--- config.mk ---
export PLATFORM = sky130hd
export DESIGN_NAME = alu_cmd_sequencer
export DESIGN_NICKNAME = d
export VERILOG_FILES = /design/src/rtl/alu_cmd_sequencer.sv
export SDC_FILE = /design/constraint.sdc
export NUM_CORES = 1
export LEC_CHECK = 0
export CORE_ASPECT_RATIO = 1.2
export CORE_UTILIZATION = 55
export DETAILED_ROUTE_END_ITERATION = 8
export PLACE_DENSITY = 0.76
export SYNTH_ARGS = -nofsm -noshare
export SYNTH_HDL_FRONTEND = slang
export SYNTH_SLANG_ARGS = --single-unit
--- constraint.sdc ---
create_clock -name alu_clk -period 6.9 [get_ports alu_clk]
set_input_delay 1.38 -clock alu_clk [delete_from_list [all_inputs] [get_ports alu_clk]]
set_output_delay 1.38 -clock alu_clk [all_outputs]
set_load 0.01 [all_outputs]
--- src/rtl/alu_cmd_sequencer.sv ---
// -----------------------------------------------------------------------------
// alu_cmd_sequencer
//
// Feeds the ALU from the host. Host commands are buffered in a small FIFO
// (valid/ready) and issued one at a time as a single-cycle pulse on the ALU
// pins. An optional number of idle cycles can follow each issue. An ALU
// interrupt freezes issuing (HOLD) until the host acknowledges it.
//
// Parameters
//   DEPTH  FIFO entries (power of 2, >= 2)
//   GAP    idle cycles inserted after every issue (0..15)
//   CNT_W  width of issue_cnt
//
// Ports
//   alu_clk, rst                 clock, synchronous active-high reset
//   cmd_valid/cmd_ready          host handshake (cmd_ready = FIFO not full)
//   cmd_unit, cmd_op, cmd_a,
//   cmd_b, cmd_clr               host command fields
//   alu_enable, alu_enable_a/b   registered one-cycle issue strobes
//   alu_op_a/b, alu_in_a/b       registered op/operands, held between issues
//   alu_irq_clr                  cmd_clr of the issuing command
//   alu_irq, irq_ack             ALU interrupt in, host acknowledge in
//   irq_pending                  high while frozen in HOLD
//   fifo_level, issue_cnt        queued entries, issued commands (wrapping)
// -----------------------------------------------------------------------------
module alu_cmd_sequencer #(
    parameter int DEPTH = 4,
    parameter int GAP   = 0,
    parameter int CNT_W = 8
) (
    input  logic                     alu_clk,
    input  logic                     rst,
    input  logic                     cmd_valid,
    output logic                     cmd_ready,
    input  logic                     cmd_unit,
    input  logic [1:0]               cmd_op,
    input  logic [7:0]               cmd_a,
    input  logic [7:0]               cmd_b,
    input  logic                     cmd_clr,
    output logic                     alu_enable,
    output logic                     alu_enable_a,
    output logic                     alu_enable_b,
    output logic [1:0]               alu_op_a,
    output logic [1:0]               alu_op_b,
    output logic [7:0]               alu_in_a,
    output logic [7:0]               alu_in_b,
    output logic                     alu_irq_clr,
    input  logic                     alu_irq,
    input  logic                     irq_ack,
    output logic                     irq_pending,
    output logic [$clog2(DEPTH):0]   fifo_level,
    output logic [CNT_W-1:0]         issue_cnt
);

    localparam int AW = $clog2(DEPTH);
    localparam int DW = 20;
    localparam logic [AW:0] FULL_LEVEL = (AW + 1)'(DEPTH);
    // The gap counter is loaded with GAP-1 so that the GAP state lasts GAP cycles.
    localparam logic [3:0] GAP_LOAD = 4'((GAP > 0) ? (GAP - 1) : 0);

    typedef enum logic [1:0] {
        S_IDLE,
        S_ISSUE,
        S_GAP,
        S_HOLD
    } state_t;

    // ---------------- FIFO ----------------
    logic [DW-1:0] mem [DEPTH];
    logic [AW-1:0] wr_ptr_reg;
    logic [AW-1:0] rd_ptr_reg;
    logic [AW:0]   level_reg;
    logic          full;
    logic          empty;
    logic          push;
    logic          pop;

    assign full      = (level_reg == FULL_LEVEL);
    assign empty     = (level_reg == '0);
    assign cmd_ready = !full;
    // Acceptance is gated by full from the start of the cycle, so a
    // simultaneous pop never lets a push into a full FIFO.
    assign push      = cmd_valid && !full;

    always_ff @(posedge alu_clk) begin
        if (push) begin
            mem[wr_ptr_reg] <= {cmd_unit, cmd_op, cmd_a, cmd_b, cmd_clr};
        end
    end

    always_ff @(posedge alu_clk) begin
        if (rst) begin
            wr_ptr_reg <= '0;
            rd_ptr_reg <= '0;
            level_reg  <= '0;
        end else begin
            if (push) begin
                wr_ptr_reg <= wr_ptr_reg + 1'b1;
            end
            if (pop) begin
                rd_ptr_reg <= rd_ptr_reg + 1'b1;
            end
            if (push && !pop) begin
                level_reg <= level_reg + 1'b1;
            end else if (pop && !push) begin
                level_reg <= level_reg - 1'b1;
            end
        end
    end

    logic [DW-1:0] head;
    logic          head_unit;
    logic [1:0]    head_op;
    logic [7:0]    head_a;
    logic [7:0]    head_b;
    logic          head_clr;

    assign head = mem[rd_ptr_reg];
    assign {head_unit, head_op, head_a, head_b, head_clr} = head;

    // ---------------- FSM ----------------
    state_t     state_reg;
    state_t     state_next;
    logic [3:0] gap_reg;
    logic [3:0] gap_next;

    always_ff @(posedge alu_clk) begin
        if (rst) begin
            state_reg <= S_IDLE;
            gap_reg   <= '0;
        end else begin
            state_reg <= state_next;
            gap_reg   <= gap_next;
        end
    end

    always_comb begin
        state_next = state_reg;
        gap_next   = gap_reg;
        pop        = 1'b0;
        case (state_reg)
            S_IDLE: begin
                if (alu_irq) begin
                    state_next = S_HOLD;
                end else if (!empty) begin
                    pop        = 1'b1;
                    state_next = S_ISSUE;
                end
            end
            S_ISSUE: begin
                if (alu_irq) begin
                    state_next = S_HOLD;
                end else if (GAP > 0) begin
                    state_next = S_GAP;
                    gap_next   = GAP_LOAD;
                end else if (!empty) begin
                    pop        = 1'b1;
                    state_next = S_ISSUE;
                end else begin
                    state_next = S_IDLE;
                end
            end
            S_GAP: begin
                // The last gap edge makes the IDLE decision directly, so
                // issues are spaced exactly GAP+1 cycles apart.
                if (gap_reg != 4'd0) begin
                    gap_next = gap_reg - 4'd1;
                end else if (alu_irq) begin
                    state_next = S_HOLD;
                end else if (!empty) begin
                    pop        = 1'b1;
                    state_next = S_ISSUE;
                end else begin
                    state_next = S_IDLE;
                end
            end
            S_HOLD: begin
                if (irq_ack) begin
                    state_next = S_IDLE;
                end
            end
            default: begin
                state_next = S_IDLE;
            end
        endcase
    end

    assign irq_pending = (state_reg == S_HOLD);

    // ---------------- ALU pin registers ----------------
    logic             enable_reg;
    logic             enable_a_reg;
    logic             enable_b_reg;
    logic [1:0]       op_a_reg;
    logic [1:0]       op_b_reg;
    logic [7:0]       in_a_reg;
    logic [7:0]       in_b_reg;
    logic             irq_clr_reg;
    logic [CNT_W-1:0] issue_cnt_reg;

    always_ff @(posedge alu_clk) begin
        if (rst) begin
            enable_reg    <= 1'b0;
            enable_a_reg  <= 1'b0;
            enable_b_reg  <= 1'b0;
            op_a_reg      <= '0;
            op_b_reg      <= '0;
            in_a_reg      <= '0;
            in_b_reg      <= '0;
            irq_clr_reg   <= 1'b0;
            issue_cnt_reg <= '0;
        end else begin
            // Strobes are high only in the cycle following a pop.
            enable_reg   <= pop;
            enable_a_reg <= pop && !head_unit;
            enable_b_reg <= pop && head_unit;
            irq_clr_reg  <= pop && head_clr;
            if (pop) begin
                op_a_reg      <= head_unit ? 2'b00 : head_op;
                op_b_reg      <= head_unit ? head_op : 2'b00;
                in_a_reg      <= head_a;
                in_b_reg      <= head_b;
                issue_cnt_reg <= issue_cnt_reg + 1'b1;
            end
        end
    end

    assign alu_enable   = enable_reg;
    assign alu_enable_a = enable_a_reg;
    assign alu_enable_b = enable_b_reg;
    assign alu_op_a     = op_a_reg;
    assign alu_op_b     = op_b_reg;
    assign alu_in_a     = in_a_reg;
    assign alu_in_b     = in_b_reg;
    assign alu_irq_clr  = irq_clr_reg;
    assign fifo_level   = level_reg;
    assign issue_cnt    = issue_cnt_reg;

endmodule

==> impl_metrics.toml <==
[global_routing]
track_usage_pct = 21.2
grt.overflow.total = 0
antenna_violations_before_repair = 0
first_global_vias = 2726
first_pass_grt_wire_length_microns = 14000
grt_start_max_net_pins = 45

[timing]
clock-skew-final_ns = 0.00671
fin_setup_tns_ns = 0
final-setup-viol-count = 0
maxSlewHeadroom_pct = 25.6
fmaxAchievable_ghz = 0.233
fin_ws_ns = 2.61
unrepaired_setup_endpoints_after_global_routing = "no"
report.final.hold_viol_count = 0
post-route-period-util_pct = 62.2
final_max_slew_viol_count = 0
post-route-min-period_ns = 4.29
worst_pin_slew_ns = 1.11

[power_and_ir_drop]
peakVddDrop_mv = 0.215
cellPowerDensity_mw_per_mm2 = 380
p_leak_nw = 2.05

[floorplan]
io_pins = 62
die_area_sq_mm = 0.00924
die-height_microns = 105
std_cell_rows = 37
core_region_area_sq_mm = 0.00856
floorplan.initialDensity_pct = 56.9
die_width_microns = 87.9

[clock_network]
worst_setup_hold_path_clk_slew_ns = 0.06
cts_repair_resize_count = 0
cts_root_buffer = "clkbuf_8"
clkLatencyLatePin_ns = 0.51
post_cts.repair.setup_buffers = 0
cts_inserted_buffers = 17
tritoncts_clock_tree = "yes"
cts.sink_count = 127
cts_buffer_depth = 2
htree_num_levels = 4
hold_buffers = 0

[logic_synthesis]
ys.warnings.count = 0
yosys_most_used_dff = "edfxtp_1"
synthesis.instances = 333
synth-edff-count = 80
synth.cell_area_sq_mm = 0.00487
yosysSeqAreaShare_pct = 68.7
yosysUniqueCellTypes = 35
yosys_register_bits = 127
postSynth.asyncResetShare_pct = 0
synth_nets = 371
synth_area_per_cell_sq_um = 14.6

[hold_path]
holdPathStages = 2
worstHoldStart = "alu_op_b[0]"
worstHoldPathType = "flip-flop to flip-flop"
worstHoldEndpoint = "alu_op_b[0]"

[layout]
multi_input_comb_area_sq_mm = 0.00143
antenna-diode-count = 0
filler_cell_count = 544
most-common-layout-cells = "80 x edfxtp_1, 60 x clkdlybuf4s50_1, 47 x dfxtp_1"
signed_area_change_from_the_synthesized_netlist_to_the_final_layout_pct = 26.2
registers.top_by_ff_count = "mem"
layout-drive-gt1-share_pct = 13.8
num-nets-final = 437
largest_reg_flops = 80
post-route-util_pct = 71.8
area.sequential_sq_mm = 0.00334
layout_commonest_cell = "edfxtp_1"

[worst_setup_path]
path_class = "primary input to flip-flop"
critical_path_required_ns = 7.33
crit_path_capture_type = "flip-flop"
worst_r2r_endpoint = "fifo_level[2]"
worst_setup_path_startpoint = "alu_irq"
timing.reg2reg.setup_slack_ns = 3.34
reg2regPathDepth = 11
setup.worst_path.start_class = "primary input"
critical_path_arrival_ns = 4.73
critical_path.reg2reg.startpoint = "state_reg[0]"
critical_path_peak_fanout = 39

[placement]
pre_cts_slack_ns = 2.12
hpwl_microns = 5210
gp_congestion = 0.755
numPortBuffers = 61

[routing]
met2RoutedLength_microns = 4660
drcViolationCount = 0
route.detailed.vias_per_inst = 5.33
routedLengthMet1_microns = 3610
met3_wirelength_microns = 366
post_drt_wl_per_cell_microns = 16.6
drt_pass1_iterations = 5
routed-via-count = 2822
highest-signal-layer = "met4"
detail_route.wirelength_microns = 8770
first_iter_violations = 104
detail-route-antenna-nets = 0

[job]
drv.max_cap_violation_count = 0

[status]
status = "complete, no violations"
==> per-layer routing <==
metal | vias to the layer above | track usage [%]
li1 | 1363 | -
met1 | 1371 | 27.8
met2 | 79 | 33.3
met3 | 9 | 5.29
met4 | 0 | 9.48
met5 | - | 0
==> cells by family after synthesis <==
group                    Yosys count  synth area share [%]
adder cells (fa/ha/maj)           13                  3.49
XOR/XNOR                           6                  1.08
flip-flops                       127                  68.7
multiplexers                      24                  10.1
buffers and inverters             25                  2.00
AO/OA/AOI/OAI                     46                  5.42
AND/OR/NAND/NOR                   92                  9.28
==> power by group <==
| part | internal [W] | switching [W] | total [W] |
|---|---|---|---|
| Clock | 0.000520 | 0.000334 | 0.000855 |
| Combinational | 0.000238 | 0.000247 | 0.000485 |
| Sequential | 0.000920 | 0.0000734 | 0.000993 |
| Total | 0.00168 | 0.000655 | 0.00233 |
==> synthesized netlist by cell type (2+ instances only) <==
master	count	area share [%]
edfxtp_1	80	49
dfxtp_1	47	19
nand2_1	43	3.3
a21oi_1	33	3.4
mux4_2	20	9.2
nor2_1	13	1.0
clkbuf_1	12	0.92
ha_1	12	3.1
inv_1	9	0.69
and2_1	7	0.90
nand3_1	7	0.72
o21ai_0	5	0.51
or3_1	5	0.64
mux2i_1	4	0.82
nor3_1	4	0.41
buf_2	3	0.31
o31ai_1	3	0.46
or4_1	3	0.46
xnor2_1	3	0.54
xor2_1	3	0.54
nand3b_1	2	0.31
nor2b_1	2	0.26
==> worst max-delay path, stage by stage <==
cell	delay, ns
clkdlybuf4s50_1	0.45
or2_1	0.28
a211oi_4	0.91
inv_2	0.55
ha_1	0.38
inv_1	0.07
fa_1	0.17
xor2_1	0.07
or3_1	0.31
a21oi_1	0.14
==> final cells by class <==
class                   instances  area share (%)
well taps                     117            2.38
flip-flops and latches        127            54.4
inverters                      10           0.611
repair buffers                 62            9.98
clock inverters                14            2.59
clock buffers                  18            6.80
multi-input cells             181            23.2
==> worst max-delay path by stage <==
stage	endpoint	slack [ns]
final	fifo_level[2]	2.61
after global routing	fifo_level[2]	2.38
after CTS	fifo_level[2]	2.62
after detailed placement	fifo_level[2]	2.12
after global placement	fifo_level[2]	2.23
after floorplan	fifo_level[2]	3.54
==> metrics by stage <==
stage	cell area [sq um]	power [W]	hold WS (ns)	instances
6_report	6150	0.00233	0.454	529
5_1_grt	6150	0.00244	0.472	529
4_1_cts	6150	0.00235	0.452	529
3_5_place_dp	5570	0.00150	0.445	497
3_3_place_gp	5570	0.00148	0.444	497
2_1_floorplan	4870	0.00131	0.454	333
No activity file was read; power rests on OpenSTA's default activity.
